[config.mk]
export PLATFORM = sky130hd
export DESIGN_NAME = pulse_filter_meter
export DESIGN_NICKNAME = d
export VERILOG_FILES = /design/src/rtl/pulse_filter_meter.sv
export SDC_FILE = /design/constraint.sdc
export NUM_CORES = 1
export LEC_CHECK = 0
export ABC_AREA = 1
export BUFFER_PORTS_ARGS = -buffer_cell sky130_fd_sc_hd__buf_2
export CORE_MARGIN = 3
export CORE_UTILIZATION = 55
export DETAILED_ROUTE_END_ITERATION = 16
export PLACE_DENSITY = 0.83
export SYNTH_ARGS = -nofsm -noshare
export SYNTH_HDL_FRONTEND = slang
export SYNTH_SLANG_ARGS = --single-unit
[constraint.sdc]
create_clock -name clk -period 1.85 [get_ports clk]
set_input_delay 0.2775 -clock clk [delete_from_list [all_inputs] [get_ports clk]]
set_output_delay 0.2775 -clock clk [all_outputs]
set_load 0.02 [all_outputs]
[src/rtl/pulse_filter_meter.sv]
// Glitch filter and pulse-width meter for one asynchronous input: synchronizes,
// debounces over STABLE_CYCLES samples, counts rejected highs and reports high widths.
module pulse_filter_meter #(
  parameter int SYNC_STAGES   = 2,
  parameter int STABLE_CYCLES = 3,
  parameter int CNT_W         = 8
) (
  input  logic             clk,
  input  logic             rst_n,
  input  logic             a_in,
  output logic             filt_out,
  output logic             rise_pulse,
  output logic             fall_pulse,
  output logic [7:0]       glitch_cnt,
  output logic             width_valid,
  input  logic             width_ready,
  output logic [CNT_W-1:0] width_data,
  output logic             width_ovf,
  output logic             width_drop
);

  localparam int SC_W = (STABLE_CYCLES < 2) ? 1 : $clog2(STABLE_CYCLES + 1);
  localparam logic [SC_W-1:0] SC_LAST = SC_W'(STABLE_CYCLES);

  typedef enum logic [1:0] {LOW, ARM_HIGH, HIGH, ARM_LOW} state_t;

  state_t                 state, state_nxt;
  logic [SC_W-1:0]        sc, sc_nxt;
  logic [SYNC_STAGES-1:0] sync_p0;
  logic                   s;
  logic                   glitch_hit;
  logic                   filt_d, rise_d, fall_d;
  logic [CNT_W-1:0]       wcnt;
  logic                   ovf_pend;

  function automatic logic [7:0] glitch_sat_inc(input logic [7:0] v);
    return (&v) ? v : v + 8'd1;
  endfunction

  function automatic logic [CNT_W-1:0] width_sat_inc(input logic [CNT_W-1:0] v);
    return (&v) ? v : v + CNT_W'(1);
  endfunction

  // Synchronizer stage
  always_ff @(posedge clk or negedge rst_n) begin
    if (!rst_n) sync_p0 <= '0;
    else        sync_p0 <= {sync_p0[SYNC_STAGES-2:0], a_in};
  end

  assign s = sync_p0[SYNC_STAGES-1];

  always_ff @(posedge clk or negedge rst_n) begin
    if (!rst_n) begin
      state <= LOW;
      sc    <= '0;
    end else begin
      state <= state_nxt;
      sc    <= sc_nxt;
    end
  end

  always_comb begin
    state_nxt  = state;
    sc_nxt     = sc;
    glitch_hit = 1'b0;
    case (state)
      LOW: begin
        if (s) begin
          state_nxt = (STABLE_CYCLES == 1) ? HIGH : ARM_HIGH;
          sc_nxt    = SC_W'(1);
        end
      end
      ARM_HIGH: begin
        if (s) begin
          sc_nxt = sc + SC_W'(1);
          if (sc == SC_LAST - SC_W'(1)) state_nxt = HIGH;
        end else begin
          state_nxt  = LOW;
          glitch_hit = 1'b1;
        end
      end
      HIGH: begin
        if (!s) begin
          state_nxt = (STABLE_CYCLES == 1) ? LOW : ARM_LOW;
          sc_nxt    = SC_W'(1);
        end
      end
      ARM_LOW: begin
        if (!s) begin
          sc_nxt = sc + SC_W'(1);
          if (sc == SC_LAST - SC_W'(1)) state_nxt = LOW;
        end else begin
          // Low dropouts are absorbed without being counted
          state_nxt = HIGH;
        end
      end
      default: state_nxt = LOW;
    endcase
  end

  always_comb begin
    filt_d = (state_nxt == HIGH) || (state_nxt == ARM_LOW);
    rise_d = filt_d & ~filt_out;
    fall_d = ~filt_d & filt_out;
  end

  // Filtered level / strobe stage
  always_ff @(posedge clk or negedge rst_n) begin
    if (!rst_n) begin
      filt_out   <= 1'b0;
      rise_pulse <= 1'b0;
      fall_pulse <= 1'b0;
      glitch_cnt <= '0;
    end else begin
      filt_out   <= filt_d;
      rise_pulse <= rise_d;
      fall_pulse <= fall_d;
      if (glitch_hit) glitch_cnt <= glitch_sat_inc(glitch_cnt);
    end
  end

  // Width counter stage: wcnt equals the number of cycles filt_out has been high
  always_ff @(posedge clk or negedge rst_n) begin
    if (!rst_n) begin
      wcnt     <= '0;
      ovf_pend <= 1'b0;
    end else if (rise_d) begin
      wcnt     <= CNT_W'(1);
      ovf_pend <= 1'b0;
    end else if (filt_d && filt_out) begin
      if (&wcnt) ovf_pend <= 1'b1;
      wcnt <= width_sat_inc(wcnt);
    end
  end

  // Measurement handshake stage
  always_ff @(posedge clk or negedge rst_n) begin
    if (!rst_n) begin
      width_valid <= 1'b0;
      width_data  <= '0;
      width_ovf   <= 1'b0;
      width_drop  <= 1'b0;
    end else if (fall_d) begin
      if (!width_valid || width_ready) begin
        width_valid <= 1'b1;
        width_data  <= wcnt;
        width_ovf   <= ovf_pend;
      end else begin
        width_drop  <= 1'b1;
      end
    end else if (width_valid && width_ready) begin
      width_valid <= 1'b0;
    end
  end

endmodule

==> summary.txt <==
STA
  – Measured slew at the worst slew-check pin: 0.4475 ns
  – Setup violators final: 0
  – Sum of negative setup slack: 0 ns
  – Final Hold Fails: 0
  – Final Critical Period: 1.483 ns
  – Fmax: 0.6743 GHz
  – Fin. max-slew vios: 0
  – Slew margin rel.: 70.17%
  – Clk_skew: 0.008993 ns
  – Final cycle utilization of the critical path: 80.17%
  – Unrepaired setup endpoints after global routing: no

Yosys
  – #FFs+latches synth: 37
  – Average size of a mapped cell: 8.715 um^2
  – Post-synthesis net count: 207
  – Warnings from Yosys: 0
  – Synth cell types: 23
  – Register area share after synthesis: 53.12%
  – Cell count after synthesis: 200
  – Cell area after synthesis: 1743 um^2

Final layout
  – Layout Nets: 240
  – Most common cell after layout, fill and taps aside: nand2_1
  – Finished Layout Cells: 276
  – Area Overhead vs Synth: 14.57%
  – Sequential cell area: 925.9 um^2
  – Multi-input logic area: 730.7 um^2
  – Layout cell share with drive strength beyond 1: 21.79%
  – Antenna cells: 0
  – Layout fillers: 230
  – Commonest cells after routing, fill and taps aside: nand2_1 (76), dfrtp_1 (37), buf_2 (25), inv_1 (18), nand3_1 (13)

Route
  – DRC viols: 0
  – Via density: 4.971
  – Total Routed Length: 3272 um
  – DR vias: 1372
  – Wire length per cell: 11.86 um
  – Total iterations of the first detailed-routing run: 4
  – Post-route ant nets: 0
  – Drt initial violations: 72

Die
  – Rows: 19
  – Starting Density: 60.59%
  – I/O pin count: 26
  – DIE AREA: 3881 um^2
  – Area of the core: 2877 um^2
  – Die width: 62.30 um
  – Die Ht: 62.30 um

Pwr
  – Power density over the cells: 1342 nW/um^2
  – Pleak: 1.073 nW
  – Maximum VDD drop: 0.7069 mV

Worst setup path
  – CP max FO: 7
  – Startpoint types: register
  – Critical path endpoint category: register
  – Critical Path AT: 1.77 ns
  – Critical path class: reg2reg
  – Reg2Reg Launch Point: sc[0]
  – Worst reg-to-reg setup slack: 0.37 ns
  – Critical Path RT: 2.13 ns
  – R2R depth: 8
  – Worst flop-to-flop path endpoint: wcnt[7]

Placement
  – RD Place Congestion: 0.8339
  – Placed insts: 267
  – Input/output buffers: 25
  – DP HPWL: 2331 um

Global routing
  – GRT Total Usage: 18.42%
  – Total gr overflow: 0
  – Number of global-route vias before repair: 1291
  – First-pass GRT wire length: 5782 um
  – Initial antenna violation count: 0
  – Largest net degree at the start of global routing: 38

CTS
  – Clk_lat worst skew: 0.33 ns
  – # Post-CTS Setup Buffers: 0
  – CTS buffer count: 5
  – Post-CTS Resized: 0
  – Clk slew on worst S/H paths: 0.11 ns
  – Clock Path Buffers: 2
  – CTS H-tree lvls: 2
  – Clk sinks: 37
  – CTS root buf: clkbuf_4
  – TritonCTS clock tree: yes

Hold path
  – Hold path depth: 1
  – HP Class: in2reg
  – HP Start: a_in
  – Hold Path Sink: sync_p0[0]

Flow run
  – Max-Cap Viols: 0

Outcome
  – Status: finished, final reports clean
==> Yosys cell counts (all sizes together) <==
master   n  area [um^2]
nand2   81        331.6
dfrtp   37        925.9
inv     20        75.07
nand3   13        65.06
nor2    13        70.07
o21ai   12        82.58
xor2     6        52.55
nand4    5        31.28
ha       3        37.54
nor3     2        10.01
xnor2    2        17.52
a21o     1        7.510
a21oi    1        5.000
and2     1        6.260
buf      1        11.26
o21a     1        7.510
or2      1        6.260
==> layout make-up <==
class,count,share of cell area (%)
clock buffer,7,3.258
clock inverter,1,0.2506
inverter,20,3.759
multi-input combinational,142,36.59
sequential,37,46.37
tap,42,2.632
timing repair buffer,27,7.143
==> worst max path at each step <==
stage | cells after the start | slack, ns | startpoint | endpoint
after CTS | 8 | 0.38 | glitch_cnt[1] | glitch_cnt[4]
after global placement | 8 | 0.43 | sc[0] | wcnt[7]
after global routing | 8 | 0.24 | sc[0] | wcnt[7]
after detailed placement | 8 | 0.40 | sc[0] | wcnt[7]
after floorplan | 8 | 0.43 | glitch_cnt[1] | glitch_cnt[7]
final | 8 | 0.37 | sc[0] | wcnt[7]
==> worst max-delay path, cell delays in order, from the launching register on <==
cell	delay (ns)
dfrtp_1	0.38
inv_1	0.09
ha_1	0.17
nand3_1	0.14
nand2_4	0.17
nand2_1	0.11
inv_1	0.20
nand4_1	0.11
nand2_1	0.08
==> repair_timing <==
action                                 in CTS  in global routing
setup endpoints to repair                   0                  0
hold buffers                                1                  0
endpoints found under the hold margin      37                  0
==> per-layer routing <==
layer | global-route usage (%) | wire, um | vias to the layer above
met4 | 8.264 | 60 | 0
met3 | 4.685 | 218 | 6
met5 | 0 | 0 | -
li1 | - | - | 697
met2 | 27.55 | 1403 | 52
met1 | 25.33 | 1589 | 617
==> cell families after synthesis <==
logic type               count (synthesis)  synth area share (%)
XOR/XNOR                                 8                 4.020
buffers and inverters                   21                 4.953
adder cells (fa/ha/maj)                  3                 2.154
AND/OR/NAND/NOR                        116                 29.86
AO/OA/AOI/OAI                           15                 5.887
flip-flops                              37                 53.12
==> registers in the layout, indices dropped and copies added, names as in the netlist <==
signal	count
wcnt	8
fall_pulse	1
width_ovf	1
glitch_cnt	8
width_valid	1
width_drop	1
sync_p0	2
ovf_pend	1
state	2
width_data	8
sc	2
rise_pulse	1
filt_out	1
==> per-stage QoR <==
| step | worst slack [ns] | area (um^2) | utilization [%] | hold WS [ns] | total power, mW |
|---|---|---|---|---|---|
| after floorplan | 0.4319 | 1743 | - | -0.01809 | 1.932 |
| after global placement | 0.4306 | 1917 | 66.64 | 0.3326 | 2.184 |
| after detailed placement | 0.3970 | 1917 | 66.64 | 0.3365 | 2.218 |
| after CTS | 0.3751 | 1997 | 69.42 | 0.03933 | 2.701 |
| after global routing | 0.2373 | 1997 | 69.42 | 0.02712 | 2.892 |
| final | 0.3669 | 1997 | 69.42 | 0.04721 | 2.679 |
==> report_power, final <==
group	total (mW)	switching, mW	internal (mW)
registers	1.16	0.163	0.998
logic	1.04	0.716	0.324
clock network	0.478	0.258	0.220
total	2.68	1.14	1.54
(Power assumes the default switching activity.)
